[src/rtl/rsa_pkg.sv]
// Shared encodings for the RSA operation sequencer: FSM states, last-operation
// codes, error codes and the pending-request record.
package rsa_pkg;

  typedef enum logic [1:0] {
    IDLE    = 2'b00,
    KG_WAIT = 2'b01,
    ME_WAIT = 2'b10
  } state_e;

  localparam logic [1:0] OP_NONE = 2'b00;
  localparam logic [1:0] OP_GEN  = 2'b01;
  localparam logic [1:0] OP_ENC  = 2'b10;
  localparam logic [1:0] OP_DEC  = 2'b11;

  localparam logic [1:0] ERR_NONE    = 2'b00;
  localparam logic [1:0] ERR_NO_KEY  = 2'b01;
  localparam logic [1:0] ERR_TIMEOUT = 2'b10;

  // Field order gives the service priority, highest first.
  typedef struct packed {
    logic gen;
    logic dec;
    logic enc;
  } req_t;

endpackage

[src/rtl/rsa_op_timeout.sv]
// Wait-state watchdog: cleared when a WAIT state is entered, counts while
// enabled and flags the cycle in which the count equals TIMEOUT_CYCLES.
module rsa_op_timeout #(
  parameter int TIMEOUT_CYCLES = 1024,
  parameter int TO_W           = 11
) (
  input  logic clk_i,
  input  logic rst_i,
  input  logic clr_i,
  input  logic en_i,
  output logic hit_o
);

  logic [TO_W-1:0] count_q, count_d;

  assign hit_o = (count_q == TO_W'(TIMEOUT_CYCLES));

  // Next count: clear wins, then saturate at the limit.
  always_comb begin
    count_d = count_q;
    if (clr_i) begin
      count_d = {TO_W{1'b0}};
    end else if (en_i && !hit_o) begin
      count_d = count_q + {{(TO_W-1){1'b0}}, 1'b1};
    end else begin
      count_d = count_q;
    end
  end

  // Counter register.
  always_ff @(posedge clk_i) begin
    if (rst_i) begin
      count_q <= {TO_W{1'b0}};
    end else begin
      count_q <= count_d;
    end
  end

endmodule

[src/rtl/rsa_op_sequencer.sv]
// Serializes gen/encrypt/decrypt requests onto the key generator and modexp
// engine with start/done handshakes, key-before-use checks and a timeout.
module rsa_op_sequencer
  import rsa_pkg::*;
#(
  parameter int TIMEOUT_CYCLES = 1024,
  parameter int TO_W           = 11
) (
  input  logic       clk,
  input  logic       rst,
  input  logic       gen,
  input  logic       encrypt,
  input  logic       decrypt,
  output logic       kg_start,
  input  logic       kg_done,
  output logic       me_start,
  output logic       me_use_private,
  input  logic       me_done,
  output logic       abort,
  output logic       busy,
  output logic       key_valid,
  output logic       op_done,
  output logic [1:0] op_code,
  output logic       err,
  output logic [1:0] err_code
);

  state_e     state_q, state_d;
  req_t       pend_q, pend_d, req_s;
  logic       kg_start_q, kg_start_d;
  logic       me_start_q, me_start_d;
  logic       me_priv_q, me_priv_d;
  logic       abort_q, abort_d;
  logic       key_valid_q, key_valid_d;
  logic       op_done_q, op_done_d;
  logic [1:0] op_code_q, op_code_d;
  logic       err_q, err_d;
  logic [1:0] err_code_q, err_code_d;
  logic       wait_s, to_clr_s, to_hit_s;

  assign wait_s = (state_q != IDLE);

  rsa_op_timeout #(
    .TIMEOUT_CYCLES(TIMEOUT_CYCLES),
    .TO_W          (TO_W)
  ) u_timeout (
    .clk_i (clk),
    .rst_i (rst),
    .clr_i (to_clr_s),
    .en_i  (wait_s),
    .hit_o (to_hit_s)
  );

  // Next-state, request bookkeeping and registered-output decode.
  always_comb begin
    state_d     = state_q;
    req_s       = req_t'(pend_q | {gen, decrypt, encrypt});
    pend_d      = req_s;
    kg_start_d  = 1'b0;
    me_start_d  = 1'b0;
    me_priv_d   = me_priv_q;
    abort_d     = 1'b0;
    key_valid_d = key_valid_q;
    op_done_d   = 1'b0;
    op_code_d   = op_code_q;
    err_d       = 1'b0;
    err_code_d  = err_code_q;
    to_clr_s    = 1'b0;

    case (state_q)
      IDLE: begin
        if (req_s.gen) begin
          pend_d.gen  = 1'b0;
          kg_start_d  = 1'b1;
          key_valid_d = 1'b0;
          op_code_d   = OP_GEN;
          to_clr_s    = 1'b1;
          state_d     = KG_WAIT;
        end else if (req_s.dec || req_s.enc) begin
          if (req_s.dec) begin
            pend_d.dec = 1'b0;
          end else begin
            pend_d.enc = 1'b0;
          end
          // Without a key the request is consumed and reported, not queued.
          if (key_valid_q) begin
            me_start_d = 1'b1;
            me_priv_d  = req_s.dec;
            op_code_d  = req_s.dec ? OP_DEC : OP_ENC;
            to_clr_s   = 1'b1;
            state_d    = ME_WAIT;
          end else begin
            err_d      = 1'b1;
            err_code_d = ERR_NO_KEY;
            state_d    = IDLE;
          end
        end else begin
          state_d = IDLE;
        end
      end
      KG_WAIT: begin
        if (kg_done) begin
          key_valid_d = 1'b1;
          op_done_d   = 1'b1;
          state_d     = IDLE;
        end else if (to_hit_s) begin
          abort_d    = 1'b1;
          err_d      = 1'b1;
          err_code_d = ERR_TIMEOUT;
          state_d    = IDLE;
        end else begin
          state_d = KG_WAIT;
        end
      end
      ME_WAIT: begin
        if (me_done) begin
          op_done_d = 1'b1;
          state_d   = IDLE;
        end else if (to_hit_s) begin
          abort_d    = 1'b1;
          err_d      = 1'b1;
          err_code_d = ERR_TIMEOUT;
          state_d    = IDLE;
        end else begin
          state_d = ME_WAIT;
        end
      end
      default: begin
        state_d = IDLE;
      end
    endcase
  end

  // State and output registers.
  always_ff @(posedge clk) begin
    if (rst) begin
      state_q     <= IDLE;
      pend_q      <= '0;
      kg_start_q  <= 1'b0;
      me_start_q  <= 1'b0;
      me_priv_q   <= 1'b0;
      abort_q     <= 1'b0;
      key_valid_q <= 1'b0;
      op_done_q   <= 1'b0;
      op_code_q   <= OP_NONE;
      err_q       <= 1'b0;
      err_code_q  <= ERR_NONE;
    end else begin
      state_q     <= state_d;
      pend_q      <= pend_d;
      kg_start_q  <= kg_start_d;
      me_start_q  <= me_start_d;
      me_priv_q   <= me_priv_d;
      abort_q     <= abort_d;
      key_valid_q <= key_valid_d;
      op_done_q   <= op_done_d;
      op_code_q   <= op_code_d;
      err_q       <= err_d;
      err_code_q  <= err_code_d;
    end
  end

  assign kg_start       = kg_start_q;
  assign me_start       = me_start_q;
  assign me_use_private = me_priv_q;
  assign abort          = abort_q;
  assign busy           = wait_s;
  assign key_valid      = key_valid_q;
  assign op_done        = op_done_q;
  assign op_code        = op_code_q;
  assign err            = err_q;
  assign err_code       = err_code_q;

endmodule

[config.mk]
export PLATFORM = sky130hd
export DESIGN_NAME = rsa_op_sequencer
export DESIGN_NICKNAME = d
export VERILOG_FILES = /design/src/rtl/rsa_pkg.sv /design/src/rtl/rsa_op_timeout.sv /design/src/rtl/rsa_op_sequencer.sv
export SDC_FILE = /design/constraint.sdc
export NUM_CORES = 1
export LEC_CHECK = 0
export CAP_MARGIN = 40
export CORE_MARGIN = 3
export CORE_UTILIZATION = 43
export CTS_CLUSTER_SIZE = 30
export DETAILED_ROUTE_END_ITERATION = 7
export DONT_BUFFER_PORTS = 1
export PLACE_DENSITY = 0.59
export SYNTH_ARGS = -nofsm -noshare
export SYNTH_HDL_FRONTEND = slang
export SYNTH_SLANG_ARGS = --single-unit
[constraint.sdc]
create_clock -name clk -period 1.8 [get_ports clk]
set_input_delay 0.54 -clock clk [delete_from_list [all_inputs] [get_ports clk]]
set_output_delay 0.54 -clock clk [all_outputs]
set_load 0.1 [all_outputs]
==> results.cfg <==
[routing]
drcViolationCount = 0
ant_nets = 0
wirelength_mm = 2.46
route.detailed.wl_per_inst_um = 13.0
drt_pass1_iterations = 4
vias_per_cell = 5.26
drtIter0Drc = 24
vias = 995

[clock_network]
tritoncts = yes
cts_buffers = 3
clock_latency_ps = 320
clk_pin_slew_ps = 140
htree_levels = 1
clk_path_buf_depth = 2
root_buffer = clkbuf_4
hold_buffers = 0
numClockSinks = 27

[sta]
drv_slew = 0
max_freq_ghz = 0.573
whs_ps = 266
finalHoldViolations = 0
setup_ws_ps = 53.4
skew_ps = 2.72
timing.final.crit_share = 0.970
period_needed_ps = 1750
rsz0062_at_grt = yes
relSlewSlack = 0.685
setup_viol = 0
tightest_slew_ps = 466

[cells_and_area]
mostFrequentLayoutCell = dfxtp_1
finalNetCount = 173
area_growth_pct = 22.9
drive_gt1_frac = 0.226
antenna_cells = 0
final_cell_mix = 25 x dfxtp_1, 21 x buf_4, 18 x nor2_1, 8 x nand2_1, 6 x nor3_1

[placed_design]
place_congestion = 0.805
post-place-ws_ps = -43.5
numPortBuffers = 0
place_hpwl_mm = 1.86

[global_route]
grt_max_degree = 16
grt_pass1_vias = 986
grt_antenna_before_repair = 0
grt_pass1_wl_mm = 4.08
gr-total-overflow = 0
track_usage = 0.150

[yosys]
syn_avg_cell_area_um2 = 8.99
synthFlopType = dfxtp_1
synth_edf_count = 0
synthCells = 135
synth_warnings = 0
synth_fp_nets = 148
synth-seq-cells = 27
synth_area_mm2 = 0.00121
ys_types = 39
async_flop_share = 0
seq_area_frac_synth = 0.445

[die]
initial_core_util = 0.469
die_width_um = 59.1
ioPinCount = 19
dieArea_mm2 = 0.00350
row_count = 18
core_mm2 = 0.00259
die_h_um = 59.1

[hold_path]
hold_depth = 1
hold_end = me_start
hp-class = in -> reg
min_from = rst

[critical_path]
required_ps = 1260
crit_cells = 4
path_max_fanout = 3
critPathArrivalTime_ps = 1210
reg2reg_from = state_q[0]
crit_path_start_kind = flop
crit_chain = inv_2, ha_4, clkinvlp_4, buf_12
cp_num_buf_inv = 3
crit_path_top_delay_cell = dfxtp_2
ff2ff_path_depth = 6
critPathKind = reg -> out
critPathTopFamily = buffers and inverters
max_stage_delay_ps = 350
end_kind = output port
reg2reg_to = err_code[1]
regToRegSetupSlack_ps = 60

[pwr]
seqPwrFrac = 0.542
p_switching_w = 0.000365
irDropWorstVdd_mv = 0.572
p_sw_frac = 0.313
p_comb_frac = 0.233
totalPowerFinal_w = 0.00116
power_frac_clock = 0.224
cellPowerDensity_mw_per_mm2 = 780
p_int_w = 0.000799
cellLeakagePower_nw = 0.574

[run_status]
status = completed

[job]
maxCapViolations = 0
==> synthesized netlist by cell type (2+ instances only) <==
cell      number  area [µm²]
inv_1          8        30.0
clkbuf_1       2        7.51
a21oi_1        6        30.0
nor2b_1        3        18.8
xor2_1         3        26.3
nor4_1         2        12.5
nand4b_1       2        17.5
ha_1           6        75.1
dfxtp_1       27         541
xnor2_1        4        35.0
nor2_1        18        67.6
and3_1         2        12.5
o21ai_0        4        20.0
or3_1          2        12.5
nor3_1         6        30.0
a211oi_1       4        30.0
nand2_1        8        30.0
nand4_1        3        18.8
nand2b_1       3        18.8
o21a_1         3        22.5
==> logic make-up (layout without fill, tap and decap cells) <==
kind of cell | Yosys count | after routing | share of synthesized area
compound gates | 27 | 27 | 0.152
xor+xnor | 7 | 7 | 0.0505
fa+ha+maj | 6 | 6 | 0.0619
buf+inv | 11 | 35 | 0.0351
flops | 27 | 27 | 0.445
mux | 1 | 1 | 0.00825
simple gates | 56 | 56 | 0.247
==> repair_timing <==
| item | in CTS | in global routing |
|---|---|---|
| setup buffers | 1 | 4 |
| cloned | 0 | 0 |
| pin swaps | 1 | 1 |
| resized for setup | 4 | 2 |
| endpoints found under the setup margin | 1 | 6 |
==> worst max path at each step <==
| stage | from | endpoint | slack (ps) |
|---|---|---|---|
| finish | state_q[1] | busy | 50 |
| global route | state_q[1] | busy | -10 |
| CTS | state_q[1] | busy | 4 |
| detailed placement | encrypt | u_timeout.count_q[2] | -40 |
| global placement | encrypt | u_timeout.count_q[2] | -20 |
| floorplan | state_q[1] | err_code[1] | 6 |
==> metrics by stage <==
stage	area (µm²)	util	cells	setup TNS, ps
finish	1490	0.576	189	0
global route	1490	0.576	189	-9.92
CTS	1460	0.562	185	0
detailed placement	1410	0.544	180	-82.6
global placement	1410	0.544	180	-21.2
floorplan	1230	-	135	0
==> per-layer routing <==
metal,GRT usage,wire length (µm),up-vias
li1,-,-,525
met1,0.169,1070,456
met2,0.273,1270,12
met3,0.0458,99,2
met4,0.0356,21,0
met5,0,0,-
==> state kept, by name, indices dropped and copies added (netlist names) <==
signal             count
err_code               2
op_done                1
err                    1
op_code                2
abort                  1
u_timeout.count_q     11
kg_start               1
me_use_private         1
pend_q                 3
key_valid              1
me_start               1
state_q                2
==> cell type report <==
class	instances	area, µm²
clock inverter	1	5.00
multi-input combinational	97	652
tap	30	37.5
clock buffer	3	22.5
timing repair buffer	23	198
inverter	8	33.8
sequential	27	543
fill	247	1100
==> power groups by stage <==
stage / clock (W) / combinational [W] / sequential (W)
6_report: 0.000261 / 0.000271 / 0.000631
3_3_place_gp: 0 / 0.000254 / 0.000644
4_1_cts: 0.000277 / 0.000265 / 0.000633
3_5_place_dp: 0 / 0.000257 / 0.000645
5_1_grt: 0.000302 / 0.000289 / 0.000634
2_1_floorplan: 0 / 0.000113 / 0.000725
Note: power is estimated with default switching activity, not from simulation.
